$ cat src/rtl/uart_pkg.sv
// Shared constants for the memory-mapped UART transmitter: register map,
// register bit positions, FSM state codes and the byte-select helper.
package uart_pkg;

    // Register byte offsets within the 16-byte window
    localparam logic [31:0] OFF_TXDATA  = 32'h0;
    localparam logic [31:0] OFF_STATUS  = 32'h4;
    localparam logic [31:0] OFF_CTRL    = 32'h8;
    localparam logic [31:0] OFF_BAUDDIV = 32'hC;

    // STATUS bit positions
    localparam int unsigned STATUS_EMPTY = 0;
    localparam int unsigned STATUS_FULL  = 1;
    localparam int unsigned STATUS_BUSY  = 2;
    localparam int unsigned STATUS_OVF   = 3;
    localparam int unsigned STATUS_LVL   = 8;

    // CTRL bit positions
    localparam int unsigned CTRL_EN        = 0;
    localparam int unsigned CTRL_NBYTES    = 1;
    localparam int unsigned CTRL_LSB_FIRST = 3;
    localparam int unsigned CTRL_IE        = 4;

    // CTRL register image, MSB first
    typedef struct packed {
        logic       ie;
        logic       lsb_first;
        logic [1:0] nbytes_m1;
        logic       en;
    } ctrl_t;

    localparam ctrl_t CTRL_RESET = '{ie: 1'b0, lsb_first: 1'b0, nbytes_m1: 2'd3, en: 1'b1};

    // Serialiser FSM state codes
    localparam logic [1:0] StIdle  = 2'd0;
    localparam logic [1:0] StStart = 2'd1;
    localparam logic [1:0] StData  = 2'd2;
    localparam logic [1:0] StStop  = 2'd3;

    // Pick the idx-th transmitted byte of a word for the chosen byte order
    function automatic logic [7:0] byte_sel(input logic [31:0] word, input logic [1:0] idx,
                                            input logic lsb_first);
        logic [1:0] pos;
        pos = lsb_first ? idx : 2'd3 - idx;
        return word[8*pos +: 8];
    endfunction

endpackage

$ cat src/rtl/uart_tx_mmio_if.sv
// Data-bus connection of the UART transmitter: write strobe, address,
// write data and combinational read data.
interface uart_tx_mmio_if;
    logic        we;
    logic [31:0] address;
    logic [31:0] dataIn;
    logic [31:0] dataOut;

    modport master (output we, output address, output dataIn, input dataOut);
    modport slave  (input we, input address, input dataIn, output dataOut);
endinterface

$ cat src/rtl/sync_fifo.sv
// Single-clock FIFO with occupancy counter. Read data is the head entry,
// available combinationally. A push into a full FIFO is accepted only when
// a pop happens in the same cycle.
module sync_fifo #(
    parameter int unsigned W  = 32,
    parameter int unsigned AW = 4
) (
    input  logic          clk,
    input  logic          reset,
    input  logic          push_i,
    input  logic          pop_i,
    input  logic [W-1:0]  wdata_i,
    output logic [W-1:0]  rdata_o,
    output logic          full_o,
    output logic          empty_o,
    output logic [AW:0]   level_o
);
    localparam int unsigned Depth = 2 ** AW;

    logic [W-1:0]  mem_q [Depth];
    logic [AW-1:0] wr_ptr_q, rd_ptr_q;
    logic [AW:0]   level_q;
    logic          push_ok, pop_ok;

    assign full_o  = (level_q == (AW + 1)'(Depth));
    assign empty_o = (level_q == '0);
    assign level_o = level_q;
    assign rdata_o = mem_q[rd_ptr_q];

    assign pop_ok  = pop_i && !empty_o;
    assign push_ok = push_i && (!full_o || pop_ok);

    // Storage array; no reset needed since level gates every read
    always_ff @(posedge clk) begin
        if (push_ok) begin
            mem_q[wr_ptr_q] <= wdata_i;
        end
    end

    // Pointers wrap naturally at the power-of-two depth
    always_ff @(posedge clk) begin
        if (reset) begin
            wr_ptr_q <= '0;
            rd_ptr_q <= '0;
            level_q  <= '0;
        end else begin
            if (push_ok) wr_ptr_q <= wr_ptr_q + 1'b1;
            if (pop_ok)  rd_ptr_q <= rd_ptr_q + 1'b1;
            if (push_ok && !pop_ok)      level_q <= level_q + 1'b1;
            else if (pop_ok && !push_ok) level_q <= level_q - 1'b1;
        end
    end

endmodule

$ cat src/rtl/uart_tx_mmio.sv
// Memory-mapped UART transmitter. Words written to TXDATA are queued and each
// is sent as 1..4 8N1 frames. The line output is registered from the current
// FSM state, so it trails the state by one clock.
module uart_tx_mmio
    import uart_pkg::*;
#(
    parameter logic [31:0] BASE_ADDR = 32'h0000_7000,
    parameter int unsigned FIFO_AW   = 4,
    parameter int unsigned DIV_W     = 16,
    parameter int unsigned DIV_RESET = 868
) (
    input  logic             clk,
    input  logic             reset,
    uart_tx_mmio_if.slave    bus,
    output logic             serial,
    output logic             irq
);
    localparam logic [DIV_W-1:0] DivOne = DIV_W'(1);

    // Register file
    ctrl_t            ctrl_q;
    logic [DIV_W-1:0] baud_q;
    logic             ovf_q;

    // FIFO
    logic [31:0]      fifo_rdata;
    logic             fifo_full, fifo_empty, fifo_push, fifo_pop;
    logic [FIFO_AW:0] fifo_level;

    // Serialiser
    logic [1:0]       state_q, state_d;
    logic [DIV_W-1:0] cnt_q, cnt_d;
    logic [DIV_W-1:0] div_q, div_d;
    logic [2:0]       bit_q, bit_d;
    logic [1:0]       byte_q, byte_d;
    logic [1:0]       nb_q, nb_d;
    logic             lsb_q, lsb_d;
    logic [31:0]      word_q, word_d;
    logic [7:0]       shift_q, shift_d;
    logic             serial_q, serial_d;
    logic             last_tick;

    logic sel_tx, sel_status, sel_ctrl, sel_baud, busy;

    assign sel_tx     = (bus.address == BASE_ADDR + OFF_TXDATA);
    assign sel_status = (bus.address == BASE_ADDR + OFF_STATUS);
    assign sel_ctrl   = (bus.address == BASE_ADDR + OFF_CTRL);
    assign sel_baud   = (bus.address == BASE_ADDR + OFF_BAUDDIV);

    assign busy      = (state_q != StIdle);
    assign fifo_push = bus.we && sel_tx;
    assign fifo_pop  = (state_q == StIdle) && ctrl_q.en && !fifo_empty;
    assign last_tick = (cnt_q == div_q - DivOne);

    assign serial = serial_q;
    assign irq    = ctrl_q.ie && fifo_empty && !busy;

    sync_fifo #(
        .W  (32),
        .AW (FIFO_AW)
    ) u_fifo (
        .clk     (clk),
        .reset   (reset),
        .push_i  (fifo_push),
        .pop_i   (fifo_pop),
        .wdata_i (bus.dataIn),
        .rdata_o (fifo_rdata),
        .full_o  (fifo_full),
        .empty_o (fifo_empty),
        .level_o (fifo_level)
    );

    // CTRL/BAUDDIV writes and sticky overflow flag
    always_ff @(posedge clk) begin
        if (reset) begin
            ctrl_q <= CTRL_RESET;
            baud_q <= DIV_W'(DIV_RESET);
            ovf_q  <= 1'b0;
        end else begin
            if (bus.we && sel_ctrl) ctrl_q <= ctrl_t'(bus.dataIn[4:0]);
            if (bus.we && sel_baud) baud_q <= bus.dataIn[DIV_W-1:0];
            // A pop in the same cycle frees a slot, so only a true drop flags overflow
            if (fifo_push && fifo_full && !fifo_pop) begin
                ovf_q <= 1'b1;
            end else if (bus.we && sel_status && bus.dataIn[STATUS_OVF]) begin
                ovf_q <= 1'b0;
            end
        end
    end

    // Combinational register read-back, zero outside the window
    always_comb begin
        bus.dataOut = '0;
        if (sel_status) begin
            bus.dataOut[STATUS_EMPTY]           = fifo_empty;
            bus.dataOut[STATUS_FULL]            = fifo_full;
            bus.dataOut[STATUS_BUSY]            = busy;
            bus.dataOut[STATUS_OVF]             = ovf_q;
            bus.dataOut[STATUS_LVL +: 8]        = 8'(fifo_level);
        end else if (sel_ctrl) begin
            bus.dataOut[4:0]                    = ctrl_q;
        end else if (sel_baud) begin
            bus.dataOut                         = 32'(baud_q);
        end
    end

    // Serialiser next state: start bit, 8 data bits LSB first, stop bit
    always_comb begin
        state_d = state_q;
        cnt_d   = cnt_q;
        div_d   = div_q;
        bit_d   = bit_q;
        byte_d  = byte_q;
        nb_d    = nb_q;
        lsb_d   = lsb_q;
        word_d  = word_q;
        shift_d = shift_q;
        case (state_q)
            StIdle: begin
                if (fifo_pop) begin
                    word_d  = fifo_rdata;
                    byte_d  = 2'd0;
                    nb_d    = ctrl_q.nbytes_m1;
                    lsb_d   = ctrl_q.lsb_first;
                    div_d   = (baud_q == '0) ? DivOne : baud_q;
                    shift_d = byte_sel(fifo_rdata, 2'd0, ctrl_q.lsb_first);
                    cnt_d   = '0;
                    state_d = StStart;
                end
            end
            StStart: begin
                if (last_tick) begin
                    cnt_d   = '0;
                    bit_d   = 3'd0;
                    state_d = StData;
                end else begin
                    cnt_d = cnt_q + DivOne;
                end
            end
            StData: begin
                if (last_tick) begin
                    cnt_d   = '0;
                    shift_d = {1'b0, shift_q[7:1]};
                    if (bit_q == 3'd7) state_d = StStop;
                    else               bit_d   = bit_q + 3'd1;
                end else begin
                    cnt_d = cnt_q + DivOne;
                end
            end
            StStop: begin
                if (last_tick) begin
                    cnt_d = '0;
                    if (byte_q == nb_q) begin
                        state_d = StIdle;
                    end else begin
                        byte_d  = byte_q + 2'd1;
                        shift_d = byte_sel(word_q, byte_q + 2'd1, lsb_q);
                        state_d = StStart;
                    end
                end else begin
                    cnt_d = cnt_q + DivOne;
                end
            end
            default: state_d = StIdle;
        endcase
    end

    // Line level for the state currently being timed
    always_comb begin
        serial_d = 1'b1;
        case (state_q)
            StStart: serial_d = 1'b0;
            StData:  serial_d = shift_q[0];
            default: serial_d = 1'b1;
        endcase
    end

    // Serialiser state registers
    always_ff @(posedge clk) begin
        if (reset) begin
            state_q  <= StIdle;
            cnt_q    <= '0;
            div_q    <= DivOne;
            bit_q    <= 3'd0;
            byte_q   <= 2'd0;
            nb_q     <= 2'd0;
            lsb_q    <= 1'b0;
            word_q   <= '0;
            shift_q  <= '0;
            serial_q <= 1'b1;
        end else begin
            state_q  <= state_d;
            cnt_q    <= cnt_d;
            div_q    <= div_d;
            bit_q    <= bit_d;
            byte_q   <= byte_d;
            nb_q     <= nb_d;
            lsb_q    <= lsb_d;
            word_q   <= word_d;
            shift_q  <= shift_d;
            serial_q <= serial_d;
        end
    end

endmodule
$ cat src/flat_wrapper.sv
// flat-port wrapper written by rule: the top's interface ports become plain ports
module uart_tx_mmio_flat import uart_pkg::*;
#(
    parameter logic [31:0] BASE_ADDR = 32'h0000_7000,
    parameter int unsigned FIFO_AW   = 4,
    parameter int unsigned DIV_W     = 16,
    parameter int unsigned DIV_RESET = 868
)
  (clk, reset, serial, irq, bus_we, bus_address, bus_dataIn, bus_dataOut);
  uart_tx_mmio_if bus_i ();
  input  logic clk;
  input  logic reset;
  output logic serial;
  output logic irq;
  input wire logic [$bits(bus_i.we)-1:0] bus_we;
  input wire logic [$bits(bus_i.address)-1:0] bus_address;
  input wire logic [$bits(bus_i.dataIn)-1:0] bus_dataIn;
  output wire logic [$bits(bus_i.dataOut)-1:0] bus_dataOut;
  assign bus_i.we = bus_we;
  assign bus_i.address = bus_address;
  assign bus_i.dataIn = bus_dataIn;
  assign bus_dataOut = bus_i.dataOut;
  uart_tx_mmio #(.BASE_ADDR(BASE_ADDR), .FIFO_AW(FIFO_AW), .DIV_W(DIV_W), .DIV_RESET(DIV_RESET)) u_core (.clk(clk), .reset(reset), .bus(bus_i), .serial(serial), .irq(irq));
endmodule
$ cat config.mk
export PLATFORM = sky130hd
export DESIGN_NAME = uart_tx_mmio_flat
export DESIGN_NICKNAME = d
export VERILOG_FILES = /design/src/rtl/uart_pkg.sv /design/src/rtl/uart_tx_mmio_if.sv /design/src/rtl/sync_fifo.sv /design/src/rtl/uart_tx_mmio.sv /design/src/flat_wrapper.sv
export SDC_FILE = /design/constraint.sdc
export NUM_CORES = 1
export LEC_CHECK = 0
export CORE_MARGIN = 1
export CORE_UTILIZATION = 45
export CTS_CLUSTER_SIZE = 14
export DETAILED_ROUTE_END_ITERATION = 12
export SYNTH_ARGS = -nofsm -noshare
export SYNTH_HDL_FRONTEND = slang
export SYNTH_SLANG_ARGS = --single-unit
$ cat constraint.sdc
create_clock -name clk -period 5.4 [get_ports clk]
set_clock_uncertainty 0.2 [all_clocks]
set_input_delay 1.35 -clock clk [delete_from_list [all_inputs] [get_ports clk]]
set_output_delay 1.35 -clock clk [all_outputs]
set_load 0.01 [all_outputs]
==> results of run 1 <==
## logic make-up after synthesis
logic type	synth area share
other	0.0001459
buffers and inverters	0.02098
adders and majority gates	0.009542
and+or+nand+nor	0.06947
xor gates and xnor gates	0.01329
muxes	0.1551
DFF	0.6932
AOI/OAI and AO/OA	0.03822
## flip-flops by register name, summed over array words and instances, names as in the netlist, named ones only
name / cells
u_core.u_fifo.mem_q: 512
u_core.word_q: 32
u_core.baud_q: 16
u_core.cnt_q: 16
u_core.div_q: 16
u_core.shift_q: 8
u_core.ctrl_q: 5
u_core.u_fifo.level_o: 5
u_core.u_fifo.rd_ptr_q: 4
u_core.u_fifo.wr_ptr_q: 4
u_core.bit_q: 3
u_core.byte_q: 2
u_core.nb_q: 2
u_core.state_q: 2
u_core.lsb_q: 1
u_core.ovf_q: 1
u_core.serial: 1
## routing by layer
layer  share of wire  global-route usage  vias up
met4           0.022             0.06425        0
met1            0.43              0.2965     7228
met3           0.057             0.03443       81
met5               0                   0        -
met2            0.49              0.3426      415
li1                -                   -     6189
## power breakdown
group / internal (mW) / total (mW) / switching [mW]
combinational: 1.32 / 2.83 / 1.50
sequential: 5.49 / 5.85 / 0.354
clock: 2.58 / 4.41 / 1.82
## cell type report
type / count / area share
clock buffer: 96 / 0.06589
clock inverter: 24 / 0.004949
inverter: 16 / 0.002013
multi-input combinational: 790 / 0.2527
sequential: 634 / 0.5976
tap: 756 / 0.03171
timing repair buffer: 120 / 0.04513
## placed cells by master, fill, tap and decap left out, types with 12 or more instances in the layout
cell type          n
edfxtp_1         512
nand2_1          171
mux4_2           168
dfxtp_1          118
clkdlybuf4s50_1   83
a21oi_1           81
clkbuf_16         74
nor2_1            61
xor2_1            21
buf_12            19
mux2i_1           18
xnor2_1           18
ha_1              18
clkbuf_1          18
buf_4             18
nor4_1            17
conb_1            16
inv_1             15
nor2b_1           15
and2_1            12
nor2_4            12
## path summary, 6_finish.rpt
check                                                     from                              to  slack, ns  cells after the start
worst max-delay path                           bus_address[19]                 bus_dataOut[14]       0.24                      8
worst min-delay path            u_core.word_q[27]$_SDFFE_PP0P_  u_core.word_q[27]$_SDFFE_PP0P_       0.25                      2
worst max register to register    u_core.div_q[0]$_SDFFE_PP1P_    u_core.cnt_q[6]$_SDFFE_PP0P_       1.44                     10
worst min register to register  u_core.word_q[27]$_SDFFE_PP0P_  u_core.word_q[27]$_SDFFE_PP0P_       0.25                      2
## critical path, delay by kind of cell
kind / cells / cell delay [ns]
buf+inv: 2 / 0.93
simple gates: 6 / 1.32
==> results.toml, run 1 <==
[synth]
synth.distinct_cells = 71
synth_commonest_cells = "edfxtp_1 (512), nand2_1 (171), mux4_2 (168)"
yosys_most_used_dff = "edfxtp_1"
synth-seq-cells = 634
synth.most_common_cell = "edfxtp_1"
syn_inst = 1529
synth_area_per_cell_um2 = 16.81
netlist.area_leader.share = 0.5982
yosysTopAreaCell = "edfxtp_1"
syn_area_um2 = 25700
synth_edf_count = 512
ys_warn_count = 0
synth_seq_area_share = 0.6932
async_flop_share = 0
ys_top_cells_by_area = "edfxtp_1 (60%), mux4_2 (15%), dfxtp_1 (9.5%), nand2_1 (2.5%), a21oi_1 (1.6%)"

[final_layout]
utilization = 0.5291
multiInputGateArea_um2 = 7540
final_cells = 2436
nNetsFinal = 1715
antennaDiodeCount = 0
synthToLayoutAreaGrowth_pct = 16.08
fillCellCount = 4549
drive_gt1_frac = 0.1970
fin_area_um2 = 29830
seqCellArea_um2 = 17830

[routing]
wl_um = 60030
dr.pass1.iters = 5
routedWlPerCell_um = 24.64
via_per_inst = 5.711
drtAntennaViolNets = 0
drt_iter0_markers = 1468
drc = 0
via_count = 13910

[clock_tree]
clkTransAtPathRegs_ns = 0.06
cts_root_buf = "clkbuf_16"
cts_max_level = 3
postCtsHoldBufs = 0
insertion_delay_ns = 0.59
post_cts_resize_count = 0
tritoncts = "built"
cts_setup_buffers = 0
numCtsBuffers = 67
cts_num_sinks = 634
clockBufferDepth = 3

[worst_setup_path]
slowest_delay_ns = 0.53
worstPathRequired_ns = 3.85
critPathKind = "primary input to primary output"
crit_chain = "clkdlybuf4s50_1, nor4_1, and4_1, nand4_1, or2_2, nor2_2, and2_1, clkdlybuf4s50_1"
cp_slowest_cell = "clkdlybuf4s50_1"
endpoint_kind = "primary output"
crit_path_frequent_cell = "clkdlybuf4s50_1"
cp-start-kind = "primary input"
arrival_ns = 3.61
crit_path_max_fanout = 8

[timing]
fin_crit_sh = 0.9552
worst_pin_slew_ns = 1.127
tns_ns = 0
period_needed_ns = 5.158
fmax_ghz = 0.1939
setup_violations = 0
slew_viol_final = 0
rsz0062_at_grt = "no"
timing.hold.ws_ns = 0.2526
hold_violations = 0
setup_slack_ns = 0.2418
slew_headroom = 0.2490

[floorplan]
ios = 101
initial_utilization = 0.4558
dieWidth_um = 241.0
core_um2 = 56390
die_h_um = 241.0
row_count = 87
fp.dieArea_um2 = 58070

[placed_design]
gp_congestion = 0.8343
place_area_um2 = 27720
pre_cts_ws_ns = 0.1099
hpwl_um = 33780
dp.cells = 2316
io_buffers = 84

[power]
p_per_area_nw_per_um2 = 438.5
p_total_mw = 13.08
ir_drop_mv = 0.4940
leakage_nw = 9.395

[global_route]
grtUsageTotal = 0.2121
grt_pass1_vias = 14030
grt_pass1_wl_um = 89400
antenna_found_initial = 0
grt_remaining_overflow = 0
grt_max_degree = 70

[min_path]
hold_path_class = "flop to flop"

[outcome]
status = "complete, no violations"

[job]
maxCapViolations = 0
(Power assumes the default switching activity.)
==> run 2, diff against run 1 <==
--- a/config.mk
+++ b/config.mk
@@ -9,6 +9,7 @@
 export CORE_UTILIZATION = 45
 export CTS_CLUSTER_SIZE = 14
 export DETAILED_ROUTE_END_ITERATION = 12
+export MAX_ROUTING_LAYER = met4
 export SYNTH_ARGS = -nofsm -noshare
 export SYNTH_HDL_FRONTEND = slang
 export SYNTH_SLANG_ARGS = --single-unit
==> results.toml, run 2 (synthesis results as in run 1) <==
[outcome]
status = "complete, no violations"

[routing]
drt_iter0_markers = 1540
via_count = 13960
drtAntennaViolNets = 0
wl_um = 60060
routedWlPerCell_um = 24.66
drc = 0
via_per_inst = 5.729
dr.pass1.iters = 5

[floorplan]
dieWidth_um = 241.0
ios = 101
fp.dieArea_um2 = 58070
core_um2 = 56390
initial_utilization = 0.4558
die_h_um = 241.0
row_count = 87

[final_layout]
reg_top3 = "u_core.u_fifo.mem_q x512, u_core.word_q x32"
largest_register_ffs = 512
seqCellArea_um2 = 17830
multiInputGateArea_um2 = 7540
largest_register = "u_core.u_fifo.mem_q"
synthToLayoutAreaGrowth_pct = 16.08
final_common_cell = "edfxtp_1"
final_cell_mix = "edfxtp_1 (512), nand2_1 (171), mux4_2 (168)"
antennaDiodeCount = 0
utilization = 0.5291
nNetsFinal = 1715
fillCellCount = 4549
drive_gt1_frac = 0.1970

[clock_tree]
insertion_delay_ns = 0.59
cts_root_buf = "clkbuf_16"
tritoncts = "built"
cts_num_sinks = 634
cts_max_level = 3
clockBufferDepth = 3
postCtsHoldBufs = 0
numCtsBuffers = 67
post_cts_resize_count = 0
clkTransAtPathRegs_ns = 0.06
cts_setup_buffers = 0

[worst_setup_path]
rr_worst_depth = 10
worstPathRequired_ns = 3.85
critPathKind = "primary input to primary output"
endpoint_kind = "primary output"
arrival_ns = 3.61
r2r-end = "u_core.cnt_q[6]$_SDFFE_PP0P_"
cp-start-kind = "primary input"
crit_path_max_fanout = 8
r2r-start = "u_core.div_q[0]$_SDFFE_PP1P_"
r2r_slack_ns = 1.47

[global_route]
grtUsageTotal = 0.2186
antenna_found_initial = 0
grt_pass1_wl_um = 89410
grt_max_degree = 70
grt_pass1_vias = 14030
grt_remaining_overflow = 0

[job]
maxCapViolations = 0

[timing]
slew_viol_final = 0
fmax_ghz = 0.1937
setup_slack_ns = 0.2381
hold_violations = 0
tns_ns = 0
rsz0062_at_grt = "no"
setup_violations = 0
period_needed_ns = 5.162
fin_crit_sh = 0.9559
worst_pin_slew_ns = 1.132
slew_headroom = 0.2455

[power]
ir_drop_mv = 0.4891
leakage_nw = 9.395
p_per_area_nw_per_um2 = 438.4

[placed_design]
gp_congestion = 0.8471
pre_cts_ws_ns = 0.1099
hpwl_um = 33780
io_buffers = 84

[min_path]
whs_endpoint = "u_core.word_q[27]$_SDFFE_PP0P_"
hold_depth = 2
hold_path_class = "flop to flop"
hp-start = "u_core.word_q[27]$_SDFFE_PP0P_"
run 2: worst max-delay path, stage by stage:
cell	delay [ns]
clkdlybuf4s50_1	0.40
nor4_1	0.28
and4_1	0.25
nand4_1	0.11
or2_2	0.33
nor2_2	0.20
and2_1	0.16
clkdlybuf4s50_1	0.53
run 2: report_power, final:
part / internal, mW / switching (mW)
logic: 1.32 / 1.50
registers: 5.49 / 0.354
clock network: 2.58 / 1.82
total: 9.40 / 3.68
run 2: area by class of cell:
class,count,share of cell area
sequential,634,0.5976
multi-input combinational,790,0.2527
clock buffer,96,0.06589
timing repair buffer,120,0.04513
tap,756,0.03171
clock inverter,24,0.004949
inverter,16,0.002013
run 2: per-layer routing:
metal  GRT usage  vias to the layer above  part of all wire
met2      0.3422                      447              0.49
met5           -                        -                 0
li1            -                     6190                 -
met3     0.03443                       86             0.059
met1      0.2967                     7233              0.43
met4     0.06425                        0             0.022
run 2: how the worst max path moves through the flow:
stage | end | slack (ns) | from | cells past startpoint
floorplan | u_core.u_fifo.mem_q[7][0]$_DFFE_PP_ | 0.46 | bus_address[27] | 7
global placement | bus_dataOut[13] | 0.18 | bus_address[19] | 8
detailed placement | bus_dataOut[14] | 0.11 | bus_address[19] | 8
CTS | bus_dataOut[14] | 0.10 | bus_address[19] | 8
global route | bus_dataOut[14] | 0.1 | bus_address[19] | 8
finish | bus_dataOut[14] | 0.24 | bus_address[19] | 8
run 2: stage by stage:
step / power [mW] / std cells / instance area [um2] / hold WS [ns]
finish: 13.08 / 2436 / 29830 / 0.2520
global route: 13.69 / 2436 / 29830 / 0.2721
CTS: 13.22 / 2436 / 29830 / 0.2527
detailed placement: 8.799 / 2316 / 27720 / 0.2449
global placement: 8.757 / 2316 / 27720 / 0.2394
floorplan: 8.023 / 1544 / 25780 / 0.2331
==> run 3, diff against run 2 <==
==> constraint.sdc (replaced) <==
create_clock -name clk -period 5.7 [get_ports clk]
set_clock_uncertainty 0.2 [all_clocks]
set_input_delay 1.425 -clock clk [delete_from_list [all_inputs] [get_ports clk]]
set_output_delay 1.425 -clock clk [all_outputs]
set_load 0.01 [all_outputs]
==> results.toml, run 3 (synthesis results as in run 1) <==
[timing]
fin_crit_sh = 0.9534
rsz0062_at_grt = "no"
slew_headroom = 0.2300
setup_violations = 0
period_needed_ns = 5.434
slew_viol_final = 0
tns_ns = 0
timing.hold.ws_ns = 0.2547
fmax_ghz = 0.1840
hold_violations = 0
worst_pin_slew_ns = 1.153

[floorplan]
dieWidth_um = 241.0
fp.dieArea_um2 = 58070
initial_utilization = 0.4558
die_h_um = 241.0
ios = 101
row_count = 87
core_um2 = 56390

[worst_setup_path]
crit_chain = "clkdlybuf4s50_1, nor4_1, and4_1, nand4_1, or2_2, nor2_1, and2_1, clkdlybuf4s50_1"
cp_top_family = "simple AND/OR/NAND/NOR gates"
cp_slowest_cell = "clkdlybuf4s50_1"
cp-start-kind = "primary input"
endpoint_kind = "primary output"
cp.buffers_inverters = 2
arrival_ns = 3.81
critPathKind = "primary input to primary output"
slowest_delay_ns = 0.53
crit_path_max_fanout = 8
r2r_slack_ns = 1.62
crit_path_frequent_cell = "clkdlybuf4s50_1"
worstPathRequired_ns = 4.07

[global_route]
grt_max_degree = 66
grt_remaining_overflow = 0
grt_pass1_vias = 14080
grtUsageTotal = 0.2174
grt_pass1_wl_um = 89000
antenna_found_initial = 0

[routing]
via_per_inst = 5.705
dr.pass1.iters = 7
routedWlPerCell_um = 24.54
wl_um = 59800
top_layer_used = "met4"
via_count = 13900
drt_iter0_markers = 1108
wl_met2_um = 28940
met3_length_um = 3508
drc = 0
wl_met1_um = 25690
drtAntennaViolNets = 0

[power]
leakage_nw = 9.388
p_per_area_nw_per_um2 = 417.7
ir_drop_mv = 0.3000

[final_layout]
final_common_cell = "edfxtp_1"
fillCellCount = 4608
synthToLayoutAreaGrowth_pct = 16.14
largest_register = "u_core.u_fifo.mem_q"
nNetsFinal = 1714
final_cell_mix = "edfxtp_1 (512), nand2_1 (171), mux4_2 (168)"
reg_top3 = "u_core.u_fifo.mem_q x512, u_core.word_q x32"
antennaDiodeCount = 0
largest_register_ffs = 512
drive_gt1_frac = 0.1933
utilization = 0.5294

[clock_tree]
cts_setup_buffers = 0
insertion_delay_ns = 0.60
clockBufferDepth = 3
post_cts_resize_count = 0
cts_root_buf = "clkbuf_16"
numCtsBuffers = 68
cts_max_level = 3
postCtsHoldBufs = 0
tritoncts = "built"
cts_num_sinks = 634
clkTransAtPathRegs_ns = 0.06

[placed_design]
hpwl_um = 33680
gp_congestion = 0.8498
io_buffers = 84

[outcome]
status = "complete, no violations"

[min_path]
hold_path_class = "flop to flop"

[job]
maxCapViolations = 0
-- run 3: layer usage --
layer / vias up / GRT usage
li1: 6186 / -
met1: 7221 / 0.2856
met2: 411 / 0.3430
met3: 84 / 0.03694
met4: 0 / 0.07710
met5: - / -
-- run 3: layout make-up --
class / count / area [um2] / area share
clock buffer: 88 / 1841 / 0.06166
clock inverter: 35 / 295.3 / 0.009892
inverter: 16 / 60.06 / 0.002012
multi-input combinational: 790 / 7537 / 0.2525
sequential: 634 / 17830 / 0.5972
tap: 756 / 945.9 / 0.03169
timing repair buffer: 118 / 1344 / 0.04502
-- run 3: report_power, final --
part | leakage, nW | switching (mW) | internal, mW | total [mW]
Sequential | 5.60 | 0.295 | 5.21 | 5.50
Combinational | 2.75 | 1.49 | 1.25 | 2.74
Clock | 1.04 | 1.76 | 2.47 | 4.23
Total | 9.39 | 3.55 | 8.92 | 12.5
-- run 3: tightest hold or removal path, cell delays in order, from the launching register on --
cell and delay [ns]:
dfxtp_1 0.31, nand2_1 0.05, a21oi_1 0.05
-- run 3: final timing paths --
check / end / from / depth (start not counted)
worst max-delay path: bus_dataOut[14] / bus_address[16] / 8
worst min-delay path: u_core.word_q[31]$_SDFFE_PP0P_ / u_core.word_q[31]$_SDFFE_PP0P_ / 2
worst max register to register: u_core.cnt_q[5]$_SDFFE_PP0P_ / u_core.div_q[0]$_SDFFE_PP1P_ / 10
worst min register to register: u_core.word_q[31]$_SDFFE_PP0P_ / u_core.word_q[31]$_SDFFE_PP0P_ / 2
-- run 3: stage by stage --
step / power, mW / worst slack, ns / std cells / cell area [um2]
CTS: 12.60 / 0.2627 / 2437 / 29850
floorplan: 7.601 / 0.6863 / 1544 / 25780
detailed placement: 8.344 / 0.2848 / 2314 / 27710
finish: 12.47 / 0.2658 / 2437 / 29850
global route: 13.05 / 0.07363 / 2437 / 29850
global placement: 8.300 / 0.3281 / 2314 / 27710
